**src/rtl/aro_pkg.sv**
```systemverilog
// rtl/aro_pkg.sv - shared types and sizing helpers for the adaptive rank-order window controller
package aro_pkg;

  typedef enum logic [1:0] {
    IDLE = 2'd0,
    EVAL = 2'd1,
    DONE = 2'd2
  } state_t;

  function automatic int levels_of(input int n);
    return (n - 3) / 2;
  endfunction

  function automatic int win_size(input int l);
    return 2 * l + 3;
  endfunction

  function automatic int level_w(input int n);
    return $clog2(levels_of(n) + 1);
  endfunction

  localparam int N_DEF   = 7;
  localparam int LEVEL_W = level_w(N_DEF);

endpackage

```
**src/rtl/adder_ladder.sv**
```systemverilog
// rtl/adder_ladder.sv - centre-sample rank over the window selected by a thermometer level mask
module adder_ladder
  import aro_pkg::*;
#(
  parameter int N         = 7,
  parameter int rank_bits = $clog2(N + 1)
) (
  input  logic [N-2:0]           in,
  input  logic [levels_of(N)-1:0] k,
  output logic [rank_bits-1:0]   out
);

  // The innermost pair is always counted; each outer pair is gated by its level bit.
  always_comb begin
    out = rank_bits'(1) + rank_bits'(in[0]) + rank_bits'(in[1]);
    for (int j = 2; j < N - 1; j++) begin
      if (k[(j-2)/2]) begin
        out = out + rank_bits'(in[j]);
      end
    end
  end

endmodule

```
**src/rtl/aro_window_ctrl.sv**
```systemverilog
// rtl/aro_window_ctrl.sv - grows the filter window until the centre sample stops being an extreme
module aro_window_ctrl
  import aro_pkg::*;
#(
  parameter int N          = N_DEF,
  parameter int rank_bits  = $clog2(N + 1),
  parameter int LEVELS     = levels_of(N),
  parameter int level_bits = level_w(N)
) (
  input  logic                  clk,
  input  logic                  rst_n,
  input  logic                  in_valid,
  output logic                  in_ready,
  input  logic [N-2:0]          in_cmp,
  input  logic [level_bits-1:0] cfg_max_level,
  output logic                  out_valid,
  input  logic                  out_ready,
  output logic [rank_bits-1:0]  out_rank,
  output logic [level_bits-1:0] out_level,
  output logic                  out_impulse
);

  state_t                state_q, state_d;
  logic [N-2:0]          cmp_q, cmp_d;
  logic [level_bits-1:0] max_q, max_d;
  logic [level_bits-1:0] level_q, level_d;
  logic [LEVELS-1:0]     k_q, k_d;
  logic                  in_ready_d, out_valid_d, impulse_d;
  logic [rank_bits-1:0]  rank, rank_d;
  logic [level_bits-1:0] out_level_d;
  logic [level_bits-1:0] cfg_clamped;
  logic                  extreme;

  adder_ladder #(
    .N         (N),
    .rank_bits (rank_bits)
  ) u_ladder (
    .in  (cmp_q),
    .k   (k_q),
    .out (rank)
  );

  assign cfg_clamped = (int'(cfg_max_level) > LEVELS) ? level_bits'(LEVELS) : cfg_max_level;
  assign extreme     = (rank == rank_bits'(1)) ||
                       (rank == rank_bits'(win_size(int'(level_q))));

  always_comb begin
    state_d     = state_q;
    cmp_d       = cmp_q;
    max_d       = max_q;
    level_d     = level_q;
    k_d         = k_q;
    rank_d      = out_rank;
    out_level_d = out_level;
    impulse_d   = out_impulse;
    case (state_q)
      IDLE: begin
        if (in_ready && in_valid) begin
          cmp_d   = in_cmp;
          max_d   = cfg_clamped;
          level_d = '0;
          k_d     = '0;
          state_d = EVAL;
        end
      end
      EVAL: begin
        if (!extreme || (level_q == max_q)) begin
          rank_d      = rank;
          out_level_d = level_q;
          impulse_d   = extreme;
          state_d     = DONE;
        end else begin
          level_d = level_q + 1'b1;
          k_d     = (k_q << 1) | LEVELS'(1);
        end
      end
      DONE: begin
        if (out_ready) begin
          state_d = IDLE;
        end
      end
      default: state_d = IDLE;
    endcase
    // Handshake flags are registered decodes of the next state, so out_ready never reaches in_ready combinationally.
    in_ready_d  = (state_d == IDLE);
    out_valid_d = (state_d == DONE);
  end

  always_ff @(posedge clk or negedge rst_n) begin
    if (!rst_n) begin
      state_q     <= IDLE;
      cmp_q       <= '0;
      max_q       <= '0;
      level_q     <= '0;
      k_q         <= '0;
      in_ready    <= 1'b0;
      out_valid   <= 1'b0;
      out_rank    <= '0;
      out_level   <= '0;
      out_impulse <= 1'b0;
    end else begin
      state_q     <= state_d;
      cmp_q       <= cmp_d;
      max_q       <= max_d;
      level_q     <= level_d;
      k_q         <= k_d;
      in_ready    <= in_ready_d;
      out_valid   <= out_valid_d;
      out_rank    <= rank_d;
      out_level   <= out_level_d;
      out_impulse <= impulse_d;
    end
  end

endmodule

```
**config.mk**
```make
export PLATFORM = sky130hd
export DESIGN_NAME = aro_window_ctrl
export DESIGN_NICKNAME = d
export VERILOG_FILES = /design/src/rtl/aro_pkg.sv /design/src/rtl/adder_ladder.sv /design/src/rtl/aro_window_ctrl.sv
export SDC_FILE = /design/constraint.sdc
export NUM_CORES = 1
export LEC_CHECK = 0
export ABC_AREA = 1
export CAP_MARGIN = 20
export CORE_ASPECT_RATIO = 1.25
export CORE_MARGIN = 2
export CORE_UTILIZATION = 55
export CTS_BUF_LIST = sky130_fd_sc_hd__clkbuf_2
export DETAILED_ROUTE_END_ITERATION = 8
export GPL_ROUTABILITY_DRIVEN = 0
export PLACE_DENSITY = 0.81
export SETUP_SLACK_MARGIN = 0.4
export SYNTH_ARGS = -nofsm -noshare
export SYNTH_HDL_FRONTEND = slang
export SYNTH_SLANG_ARGS = --single-unit
```
**constraint.sdc**
```tcl
create_clock -name clk -period 4.88 [get_ports clk]
set_input_delay 0.976 -clock clk [delete_from_list [all_inputs] [get_ports clk]]
set_output_delay 0.976 -clock clk [all_outputs]
set_load 0.005 [all_outputs]
```
==> results_tabular.tex <==
\begin{tabular}{lr}
\hline
Metric & Value \\
\hline
\multicolumn{2}{l}{\textbf{Run status}} \\
Status & completed \\
\multicolumn{2}{l}{\textbf{Global routing}} \\
Number of antenna violations at the first check in global routing & 0 \\
Maximum number of pins on one net before global-route repair & 23 \\
Global-route wire length before repair & 4040 um \\
Vias in the first global route & 1,028 \\
GR Overflow Total & 0 \\
Aggregate global-route resource usage & 20.0\% \\
\multicolumn{2}{l}{\textbf{Floorplanning}} \\
Placement Rows & 19 \\
Floorplan die area & 2750 um\^{}2 \\
Initial core utilization & 58.2\% \\
Chip width & 47.3 um \\
Area of the placeable core & 2210 um\^{}2 \\
Y dimension of the die & 58.1 um \\
IO Count & 20 \\
\multicolumn{2}{l}{\textbf{Cells and area}} \\
Area Overhead vs Synth & 21.6\% \\
Multi-input logic area & $\sim$640 um\^{}2 \\
NumNets Final & 210 \\
Layout filler cell count & between 150 and 200 \\
Fraction of final layout cells with drive strength greater than 1 & 11.2\% \\
Area used by sequential logic in the layout & 551 um\^{}2 \\
Antenna Cells & 0 \\
\multicolumn{2}{l}{\textbf{Clock network}} \\
Setup Fix Bufs, Post-CTS & 0 \\
Deepest clock path buffer count & 2 \\
Hold-fix buffer count after cts & 0 \\
Insertion delay of the later-clocked pin in the worst-skew pair & around 340 ps \\
Clock net sink count & 22 \\
Clock slew seen by the registers of the worst setup and hold paths & 210 ps \\
Clock Root Buffer & sky130\_fd\_sc\_hd\_\_clkbuf\_2 \\
Post-cts repair resize count & 0 \\
Clock tree from TritonCTS & built \\
Num CTS Buffers & 3 \\
H-tree levels & 1 \\
\multicolumn{2}{l}{\textbf{Critical path}} \\
Signal arrival time at the worst endpoint & 4080 ps \\
Endpoint required time on the critical path & 5150 ps \\
Peak fanout along the critical path & 5 \\
Type of the worst setup path & reg2reg \\
Kind of end point of the critical path & flip-flop \\
Kind of start point of the critical path & flip-flop \\
\multicolumn{2}{l}{\textbf{Synth}} \\
Post-Syn Instances & 164 \\
Count of warnings emitted by yosys & 0 \\
Multiplexer area fraction after synthesis & 0\% \\
Synthesis-stage register bit count & 22 \\
Synth Flop Type & sky130\_fd\_sc\_hd\_\_dfrtp\_1 \\
Simple-gate share of the synthesized area & 32.5\% \\
Mean instance size in the synthesized netlist & 7.85 um\^{}2 \\
Synthesized Nets & 186 \\
Async set-or-reset flop fraction in the synthesized netlist & 100\% \\
Post-synthesis sequential area ratio & between 40\% and 50\% \\
Total standard cell area after synthesis & $\sim$1300 um\^{}2 \\
Combinational family with the most area after synthesis & simple AND/OR/NAND/NOR gates \\
Number of synthesized flops with an enable pin & 0 \\
Post-Synth Adder-Cell Area & 9.72\% \\
Xor/xnor cell area share of the yosys netlist & 0.680\% \\
Complex-gate fraction of the synthesized area & 6.80\% \\
Number of distinct library cells after synthesis & 25 \\
\multicolumn{2}{l}{\textbf{Flow run}} \\
Max-capacitance violation count & 0 \\
\multicolumn{2}{l}{\textbf{Timing}} \\
Post-layout min period & 3820 ps \\
Total Negative Setup Slacks & 0 ps \\
Count of final hold-check violations & 0 \\
Unrepaired setup endpoints after global routing & false \\
Setup-failing EPs final & 0 \\
Normalized max-slew margin & 34.7\% \\
Fin crit share & 78.2\% \\
Largest clock skew in the final design & 1.05 ps \\
Maximum clock frequency & about 0.26 GHz \\
Total count of max-transition violations in the final report & 0 \\
Actual slew at the worst max-slew pin & 976 ps \\
\multicolumn{2}{l}{\textbf{Route}} \\
Pre-Repair DR Iteration Count & 4 \\
Routed via count & $\sim$1,100 \\
Wirelength per Cell & 10.8 um \\
Routed via count divided by cell count & 4.98 \\
Routed wire length & 2360 um \\
Number of nets with antenna violations after routing & 0 \\
DRC violations left & 0 \\
Drt first-iter violations & 21 \\
\multicolumn{2}{l}{\textbf{Placed design}} \\
DP Wirelength & 1840 um \\
Count of buffers from port buffering & 19 \\
\multicolumn{2}{l}{\textbf{Power}} \\
Worst-case vdd ir drop & 414 uV \\
Power per cell area & 702 nW/um\^{}2 \\
Leak & approximately 0.00083 uW \\
Final total power & 1100 uW \\
\multicolumn{2}{l}{\textbf{Hold path}} \\
Class of the tightest hold or removal check & reg2reg \\
\hline
\end{tabular}
[cell families after synthesis]
group           Yosys count
xor+xnor                  1
flops                    22
fa+ha+maj                10
simple gates             91
buf+inv                  26
compound gates           14
[cell type report]
class / count / share of cell area (%)
clock buffers: 3 / 0.959
clock inverters: 1 / 1.92
inverters: 25 / 6.00
multi-input cells: 116 / 40.8
flip-flops and latches: 22 / 35.2
well taps: 31 / 2.48
repair buffers: 20 / 12.6
[metrics by stage]
stage	area (um^2)	worst slack (ps)	instances	hold WS (ps)	util, %
after floorplan	1290	1420	164	448	-
after global placement	1510	1270	213	452	68.4
after detailed placement	1510	1150	213	458	68.4
after CTS	1560	1100	217	506	70.5
after global routing	1570	833	218	522	70.8
final	1570	1060	218	500	70.8
[final timing paths]
check	startpoint	to	slack (ps)	cells after the start
worst max-delay path	cmp_q[0]	in_ready	1060	20
worst min-delay path	out_level[0]	out_level[0]	500	2
worst max register to register	cmp_q[0]	in_ready	1060	20
min in group asynchronous	rst_n	out_impulse	1140	1
worst min register to register	out_level[0]	out_level[0]	500	2
max in group asynchronous	rst_n	state_q[0]	3170	1
[layer usage]
metal  GRT usage, %  wire length, um  vias up
met2           36.3             1240       21
met4           9.13               53        0
met5              0                0        -
met1           21.7              996      503
li1               -                -      555
met3           2.49               70        7
[power breakdown]
group          internal [uW]  switching, uW
logic                    266            388
clock network           70.6           59.0
registers                260           55.5
[state kept, by name, indices dropped and copies added, names as in the netlist]
register and count:
out_impulse 1, k_q 2, out_valid 1, state_q 2, cmp_q 6, level_q 2
in_ready 1, out_level 2, max_q 2, out_rank 3
[worst max-delay path, stage by stage, from the launching register on]
cell	delay, ps
sky130_fd_sc_hd__dfrtp_1	400
sky130_fd_sc_hd__inv_1	70
sky130_fd_sc_hd__ha_1	300
sky130_fd_sc_hd__inv_1	40
sky130_fd_sc_hd__ha_1	170
sky130_fd_sc_hd__ha_1	270
sky130_fd_sc_hd__o21ai_0	180
sky130_fd_sc_hd__inv_1	70
sky130_fd_sc_hd__ha_1	280
sky130_fd_sc_hd__o21ai_1	200
sky130_fd_sc_hd__inv_1	70
sky130_fd_sc_hd__ha_1	290
sky130_fd_sc_hd__o21a_1	190
sky130_fd_sc_hd__ha_1	270
sky130_fd_sc_hd__or2_1	230
sky130_fd_sc_hd__nand2_2	100
sky130_fd_sc_hd__nor2_1	70
sky130_fd_sc_hd__nand2_2	110
sky130_fd_sc_hd__nand4_1	200
sky130_fd_sc_hd__nand2_1	180
sky130_fd_sc_hd__nor2_2	50
[synthesized netlist by cell type (2+ instances only)]
cell	instances	area share (%)
sky130_fd_sc_hd__nand3_1	9	3.5
sky130_fd_sc_hd__nand4_1	2	0.97
sky130_fd_sc_hd__o21ai_0	6	2.3
sky130_fd_sc_hd__inv_1	22	6.4
sky130_fd_sc_hd__clkinv_1	2	0.58
sky130_fd_sc_hd__nand2_2	8	3.9
sky130_fd_sc_hd__nand3b_1	2	1.2
sky130_fd_sc_hd__nor2_2	2	0.97
sky130_fd_sc_hd__o21ai_1	2	0.78
sky130_fd_sc_hd__ha_1	10	9.7
sky130_fd_sc_hd__a21oi_1	3	1.2
sky130_fd_sc_hd__nor2_1	5	1.5
sky130_fd_sc_hd__dfrtp_1	22	43
sky130_fd_sc_hd__nand2_1	58	17
[cells in the final DEF, fill, tap and decap left out, types with 2 or more instances in the layout]
cell type,count
sky130_fd_sc_hd__o21ai_1,2
sky130_fd_sc_hd__inv_1,22
sky130_fd_sc_hd__clkdlybuf4s50_1,19
sky130_fd_sc_hd__nor2_1,5
sky130_fd_sc_hd__o21ai_0,6
sky130_fd_sc_hd__nand2_2,8
sky130_fd_sc_hd__nor2_2,2
sky130_fd_sc_hd__nand3b_1,2
sky130_fd_sc_hd__a21oi_1,3
sky130_fd_sc_hd__clkbuf_2,3
sky130_fd_sc_hd__dfrtp_1,22
sky130_fd_sc_hd__nand3_1,9
sky130_fd_sc_hd__nand2_1,58
sky130_fd_sc_hd__clkinv_1,2
sky130_fd_sc_hd__nand4_1,2
sky130_fd_sc_hd__ha_1,10
Note: power is estimated with default switching activity, not from simulation.
